==> config.mk <==
export PLATFORM = sky130hd
export DESIGN_NAME = dht11_responder
export DESIGN_NICKNAME = d
export VERILOG_FILES = /design/src/rtl/dht11_responder.sv
export SDC_FILE = /design/constraint.sdc
export NUM_CORES = 1
export LEC_CHECK = 0
export CORE_MARGIN = 2
export CORE_UTILIZATION = 53
export DETAILED_ROUTE_END_ITERATION = 7
export PLACE_DENSITY_LB_ADDON = 0.2
export SYNTH_ARGS = -nofsm -noshare
export SYNTH_HDL_FRONTEND = slang
export SYNTH_SLANG_ARGS = --single-unit
==> constraint.sdc <==
create_clock -name clk -period 3.69 [get_ports clk]
set_input_delay 0.738 -clock clk [delete_from_list [all_inputs] [get_ports clk]]
set_output_delay 0.738 -clock clk [all_outputs]
set_load 0.005 [all_outputs]
==> src/rtl/dht11_responder.sv <==
// DHT11 sensor-side responder: detects a host start pulse on the shared line,
// answers with the response preamble and a 40-bit frame ending in a checksum.
module dht11_responder #(
    parameter int T_START_MIN = 18000,
    parameter int T_WAIT      = 30,
    parameter int T_RESP      = 80,
    parameter int T_BIT_LOW   = 50,
    parameter int T_ZERO      = 26,
    parameter int T_ONE       = 70
) (
    input  logic       clk,
    input  logic       rst,
    input  logic       line_in,
    input  logic [7:0] hum_int,
    input  logic [7:0] hum_dec,
    input  logic [7:0] temp_int,
    input  logic [7:0] temp_dec,
    output logic       drive_low,
    output logic       busy,
    output logic       frame_done
);

    localparam int TSUM = T_START_MIN + T_WAIT + T_RESP + T_BIT_LOW + T_ZERO + T_ONE;
    localparam int CW   = $clog2(TSUM + 1);

    typedef enum logic [2:0] {
        S_IDLE, S_HOST_LOW, S_WAIT, S_RESP_LOW,
        S_RESP_HIGH, S_BIT_LOW, S_BIT_HIGH, S_END_LOW
    } state_t;

    state_t          state_q, state_d;
    logic            sync1_q, sync2_q;
    logic [CW-1:0]   cnt_q, cnt_d;
    logic [5:0]      bidx_q, bidx_d;
    logic [39:0]     shift_q, shift_d;
    logic            done_q, done_d;
    logic [CW-1:0]   lim;
    logic            phase_end;
    logic [7:0]      csum;
    logic            line_s;

    assign line_s    = sync2_q;
    assign csum      = hum_int + hum_dec + temp_int + temp_dec;
    assign phase_end = (cnt_q == lim - CW'(1));

    always_ff @(posedge clk or posedge rst) begin
        if (rst) begin
            sync1_q <= 1'b1;
            sync2_q <= 1'b1;
            state_q <= S_IDLE;
            cnt_q   <= '0;
            bidx_q  <= '0;
            shift_q <= '0;
            done_q  <= 1'b0;
        end else begin
            sync1_q <= line_in;
            sync2_q <= sync1_q;
            state_q <= state_d;
            cnt_q   <= cnt_d;
            bidx_q  <= bidx_d;
            shift_q <= shift_d;
            done_q  <= done_d;
        end
    end

    // Length of the current timed phase; the bit high phase depends on the MSB in flight.
    always_comb begin
        lim = CW'(1);
        case (state_q)
            S_WAIT:      lim = CW'(T_WAIT);
            S_RESP_LOW,
            S_RESP_HIGH: lim = CW'(T_RESP);
            S_BIT_LOW,
            S_END_LOW:   lim = CW'(T_BIT_LOW);
            S_BIT_HIGH:  lim = shift_q[39] ? CW'(T_ONE) : CW'(T_ZERO);
            default:     lim = CW'(1);
        endcase
    end

    always_comb begin
        state_d = state_q;
        cnt_d   = cnt_q;
        bidx_d  = bidx_q;
        shift_d = shift_q;
        done_d  = 1'b0;
        case (state_q)
            S_IDLE: begin
                if (!line_s) begin
                    state_d = S_HOST_LOW;
                    cnt_d   = '0;
                end
            end
            S_HOST_LOW: begin
                if (!line_s) begin
                    if (cnt_q != CW'(T_START_MIN)) cnt_d = cnt_q + CW'(1);
                end else begin
                    cnt_d   = '0;
                    state_d = (cnt_q == CW'(T_START_MIN)) ? S_WAIT : S_IDLE;
                end
            end
            default: begin
                // Timed phases: line_in is deliberately ignored here.
                if (!phase_end) begin
                    cnt_d = cnt_q + CW'(1);
                end else begin
                    cnt_d = '0;
                    case (state_q)
                        S_WAIT: begin
                            state_d = S_RESP_LOW;
                            shift_d = {hum_int, hum_dec, temp_int, temp_dec, csum};
                            bidx_d  = 6'd39;
                        end
                        S_RESP_LOW:  state_d = S_RESP_HIGH;
                        S_RESP_HIGH: state_d = S_BIT_LOW;
                        S_BIT_LOW:   state_d = S_BIT_HIGH;
                        S_BIT_HIGH: begin
                            if (bidx_q == 6'd0) begin
                                state_d = S_END_LOW;
                            end else begin
                                state_d = S_BIT_LOW;
                                bidx_d  = bidx_q - 6'd1;
                                shift_d = {shift_q[38:0], 1'b0};
                            end
                        end
                        S_END_LOW: begin
                            state_d = S_IDLE;
                            done_d  = 1'b1;
                        end
                        default: state_d = S_IDLE;
                    endcase
                end
            end
        endcase
    end

    always_comb begin
        drive_low  = (state_q == S_RESP_LOW) || (state_q == S_BIT_LOW) || (state_q == S_END_LOW);
        busy       = (state_q == S_RESP_LOW) || (state_q == S_RESP_HIGH) || (state_q == S_BIT_LOW)
                  || (state_q == S_BIT_HIGH) || (state_q == S_END_LOW);
        frame_done = done_q;
    end

endmodule

== Word level (Yosys, flattened, before mapping) ==
Cells that the tools add are included.
Cells by class
  equality and inequality tests: 14
  reductions and logical operators: 16
  bitwise operators: 1
  muxes and demuxes: 21
  add/subtract/negate cells: 6
Operators by type and width (count)
  40-bit one-hot mux with 2 select lines: 1
  15-bit two-way mux: 4
  40-bit two-way mux: 1
  15-bit one-hot mux with 2 select lines: 1
  7-bit one-hot mux with 4 select lines: 1
  8-bit adder: 3
  15-bit by 1-bit adder with 15-bit output, second input constant: 1
  15-bit equality test: 1
  15-bit equality test, second input constant: 1
  15-bit != test, second input constant: 1
  3-bit one-hot mux with 5 select lines: 1
  15-bit by 1-bit subtractor with 15-bit output, second input constant: 1
  3-bit equality test, second input constant: 4
  6-bit one-hot mux with 2 select lines: 1
  3-bit two-way mux: 3
  7-bit two-way mux: 1
  3-bit by 2-bit equality test with 1-bit output, second input constant: 2
  6-bit zero test: 1
  1-bit logical OR: 6
  6-bit two-way mux: 1
  2-bit != test, second input constant: 3
  3-bit one-hot mux with 2 select lines: 1
  2-bit OR reduction: 3
  6-bit by 1-bit subtractor with 6-bit output, second input constant: 1
  other kinds (11): 14
Storage, ports and cells
  register bits after elaboration: 67
  input bits: 35

== Longest topological paths before layout ==
  word-level depth: 7
  depth in mapped cells: 14
  gate-level depth less buffers: 11

== Least setup slack after synthesis ==
No wires, ideal clock.
  path kind: flip-flop to flip-flop
  start: register state_q[2]
  end: register bidx_q[3]
  stages on the path, launching flop included: 14
  clock period less this slack: 3.433 ns
  arrival time: 3.355 ns
  setup slack: 0.257 ns
  cell sequence: dfrtp_1 buf_6 nor2_1 inv_2 clkbuf_1 ha_1 nor3b_2 ha_1 xor2_1 nand3_1 or4_1 buf_2 or4_1 a21oi_1
On the way
  longest elaborated chain between the ends: 6
  elaborated cells on any way between the ends: 19
  classes of those cells: 1 x add/sub; 9 x eq/ne; 2 x mux; 1 x bitwise; 6 x reduce/logical
Ends and longest elaborated chain
  start, declared: line 31  | state_t state_q, state_d;
  start signal, assigned: line 58  | state_q <= state_d;
  3-bit equality test or 3-bit by 2-bit equality test with 1-bit output (tied branches): line 69  | case (state_q)
  2-bit OR reduction: line 69
  7-bit one-hot mux with 4 select lines: line 69
  15-bit by 1-bit subtractor with 15-bit output: line 44  | assign phase_end = (cnt_q == lim - CW'(1));
  15-bit equality test: line 44
  4-bit AND reduction (no line)
  end signal, assigned: line 60  | bidx_q <= bidx_d;
  end, declared: line 34  | logic [5:0] bidx_q, bidx_d;
Several ways; a longest one is shown, not always the timed one.
A chain may end at the register's enable or synchronous reset.

== Worst setup path after layout ==
  start: input hum_dec[1]
  end: register shift_q[7]
On the way
  longest elaborated chain between the ends: 4
Ends and longest elaborated chain
  start, declared: line 15  | input logic [7:0] hum_dec,
  8-bit adder (3 in a row): line 43  | assign csum = hum_int + hum_dec + temp_int + temp_dec;
  40-bit one-hot mux with 2 select lines: line 107  | case (state_q)
  end signal, assigned: line 61  | shift_q <= shift_d;
  end, declared: line 35  | logic [39:0] shift_q, shift_d;
Every way passes these cells.

==> run_results.csv <==
group,metric,value,unit
min_path,holdCritPathClass,"flop to flop",
global_routing,grt_max_degree,68,
worst_setup_path,cp.arrival,3.73,ns
placed_design,place_ws,-0.268,ns
drt,routedWlPerCell,17.1,um
synth,ys.flop_type,"dfrtp_1",
synth,yosysSeqAreaShare,0.390,
synth,syn-cell-area,0.00430,sq mm
finish,syn_to_final_growth,16.7,%
placed_design,dp_cells,570,
drt,vias,3488,
synth,synth_top_family_by_area,"compound AO/OA/AOI/OAI gates",
drt,wl,10000,um
finish,final_cell_count_no_fill,586,
drt,route.detailed.drc,0,
cts,cts_buffers,9,
placed_design,hpwl,7080,um
cts,cts_resized,0,
worst_setup_path,crit_buf_inv,2,
timing,setup_violations,0,
finish,postLayoutCoreUtil,0.643,
cts,max-clock-path-buffers,2,
cts,clk_latency,0.35,ns
cts,clkTransAtPathRegs,0.08,ns
worst_setup_path,critPathKind,"input port to flop",
outcome,status,"finished, final reports clean",
timing,hold_ws,0.369,ns
flow_run,maxCapViolCount,0,
finish,multi_input_area,0.00244,sq mm
timing,timing.final.crit_period,3.49,ns
finish,seq_area,0.00168,sq mm
synth,ys_warn_count,0,
cts,postCtsSetupBuffers,0,
pwr,cellLeakagePower,2.19,nW
synth,muxShareOfSynthArea,0.102,
timing,setup_ws,0.195,ns
worst_setup_path,critPathLaunchType,"input port",
die,dieHeight,94.1,um
cts,cts_hold_buf,0,
timing,rsz0062_at_grt,"no",
global_routing,antenna_found_initial,0,
die,io-pin-count,38,
drt,first_pass_iters,5,
synth,synth_nets,507,
global_routing,gr-usage-all-layers,0.242,
worst_setup_path,crit_top_cell,"fa_1",
die,die-area,0.00886,sq mm
worst_setup_path,required,3.92,ns
synth,syn-instance-count,446,
worst_setup_path,max_stage_delay,0.52,ns
synth,yosys_register_bits,67,
die,design.core.area,0.00781,sq mm
timing,drv_slew,0,
placed_design,gp_congestion,0.860,
synth,synth_adder_area_share,0.100,
finish,antennaDiodeCount,0,
die,fp.dieW,94.1,um
synth,synth-xor-area-share,0.0509,
finish,n_fill_cell,660,
placed_design,io_buffer_count,37,
finish,fin_nets,540,
worst_setup_path,path_cells,"clkdlybuf4s50_1 -> fa_1 -> fa_1 -> ha_1 -> inv_1 -> fa_2 -> nand2b_4 -> a21oi_2 -> o21a_1 -> or3_1 -> a31oi_1 -> mux2_4",
global_routing,grt_pass1_wl,16500,um
timing,slew_headroom,0.273,
drt,vias_per_cell,5.95,
pwr,total_power,1.81,mW
worst_setup_path,worstPathMaxFanout,2,
worst_setup_path,slowest_stage,"fa_1",
timing,finClkSkew,0.00847,ns
synth,synth.avg_cell_area,9.65,sq um
drt,drtAntennaViolNets,0,
finish,drive_above_1_share,0.107,
pwr,p_per_area,360,mW/mm^2
timing,fmax,286,MHz
synth,synth_compound_area_frac,0.172,
pwr,peakVddDrop,226,uV
cts,h-tree-depth,3,
cts,cts_tree,"yes",
placed_design,dpl_cell_area,0.00478,sq mm
synth,synth_edf_count,0,
synth,synth_cell_types,54,
timing,timing.setup.tns,0,ns
timing,worst_pin_slew,1.09,ns
synth,netlist.area_leader.share,0.378,
synth,netlist_top_cells_area,"dfrtp_1 38%, o21ai_0 10%, mux2i_1 8.4%",
worst_setup_path,cpLargestDelayFamily,"adder cells",
synth,ys_async_sr_fraction,1.00,
global_routing,grt_overflow_total,0,
die,initial_core_util,0.551,
synth,synth-simple-area-share,0.138,
synth,synth_area_leader_cell,"dfrtp_1",
global_routing,grt_pass1_vias,3343,
drt,drt-initial-drc-count,255,
timing,min_period_over_period,0.947,
cts,cts_root_buf,"clkbuf_8",
die,rows,32,
cts,cts_num_sinks,67,
worst_setup_path,cp-end-kind,"flop",
finish,final_area,0.00502,sq mm
timing,hold_violations,0,
==> worst paths after layout <==
| path | from | to | slack [ns] | cells after the start |
|---|---|---|---|---|
| setup / recovery | hum_dec[1] | shift_q[7]$_DFFE_PP0P_ | 0.20 | 12 |
| hold / removal | sync1_q$_DFF_PP1_ | line_s$_DFF_PP1_ | 0.37 | 0 |
| setup reg to reg | state_q[1]$_DFFE_PP0P_ | shift_q[2]$_DFFE_PP0P_ | 0.25 | 11 |
| hold reg to reg | sync1_q$_DFF_PP1_ | line_s$_DFF_PP1_ | 0.37 | 0 |
| max in group asynchronous | rst | bidx_q[4]$_DFFE_PP0P_ | 2.20 | 3 |
| min in group asynchronous | rst | cnt_q[11]$_DFFE_PP0P_ | 0.95 | 3 |
==> power breakdown <==
group	total (mW)	internal (mW)	switching (mW)
clock	0.696	0.386	0.309
combinational	0.368	0.182	0.186
sequential	0.743	0.738	0.00457
total	1.81	1.31	0.500
==> metal layers <==
metal / wire, um / GRT usage
met1: 4720 / 0.360
met2: 4720 / 0.367
met3: 437 / 0.0305
met4: 164 / 0.0797
met5: 0 / 0
==> layout make-up <==
| type | count | area share |
|---|---|---|
| Multi-Input combinational cell | 331 | 0.486 |
| Sequential cell | 67 | 0.334 |
| Timing Repair Buffer | 52 | 0.0962 |
| Tap cell | 102 | 0.0254 |
| Clock buffer | 9 | 0.0247 |
| Clock inverter | 7 | 0.0199 |
| Inverter | 18 | 0.0135 |
==> layout by cell type, fill, tap and decap left out, types with 3 or more instances in the layout <==
cell type	instances
dfrtp_1	65
nand3_1	9
and4_1	5
nor4_1	7
o211ai_1	5
or4_1	4
inv_1	15
nor2b_1	3
nand2_1	16
clkbuf_8	9
ha_1	12
and3_1	4
o21ai_0	87
a21o_1	3
xor2_1	16
nor2_1	21
o2111ai_1	3
or3_1	10
nand2b_1	4
o31ai_1	8
a21oi_1	12
nor3b_1	4
clkdlybuf4s50_1	37
buf_4	15
fa_1	13
xnor2_1	9
mux2_2	6
nor3_1	7
mux2i_1	36
==> cell usage after synthesis, types with 7 or more instances <==
master	number
a21oi_1	13
clkbuf_1	22
dfrtp_1	65
fa_1	14
ha_1	12
inv_1	16
mux2_2	7
mux2i_1	36
nand2_1	17
nand3_1	9
nor2_1	21
nor3_1	7
nor4_1	7
o21ai_0	87
o31ai_1	8
or3_1	10
xnor2_1	9
xor2_1	16
==> registers in the layout, indices dropped and copies added, names as in the netlist <==
signal,flops
shift_q,40
cnt_q,15
bidx_q,6
state_q,3
frame_done,1
line_s,1
sync1_q,1
==> kinds of logic (layout without fill, tap and decap cells) <==
logic type	count (synthesis)	in the layout
AO/OA/AOI/OAI	131	131
AND/OR/NAND/NOR	106	106
flip-flops	67	67
buffers and inverters	48	86
multiplexers	43	43
adder cells (fa/ha/maj)	26	26
XOR/XNOR	25	25
==> worst register-to-register path: cells and delay by family (launching register included) <==
| kind | cells | cell delay, ns |
|---|---|---|
| flops | 1 | 0.48 |
| mux | 1 | 0.32 |
| buf+inv | 2 | 0.49 |
| fa+ha+maj | 2 | 0.59 |
| xor+xnor | 1 | 0.14 |
| simple gates | 5 | 1.30 |
(Power assumes the default switching activity.)
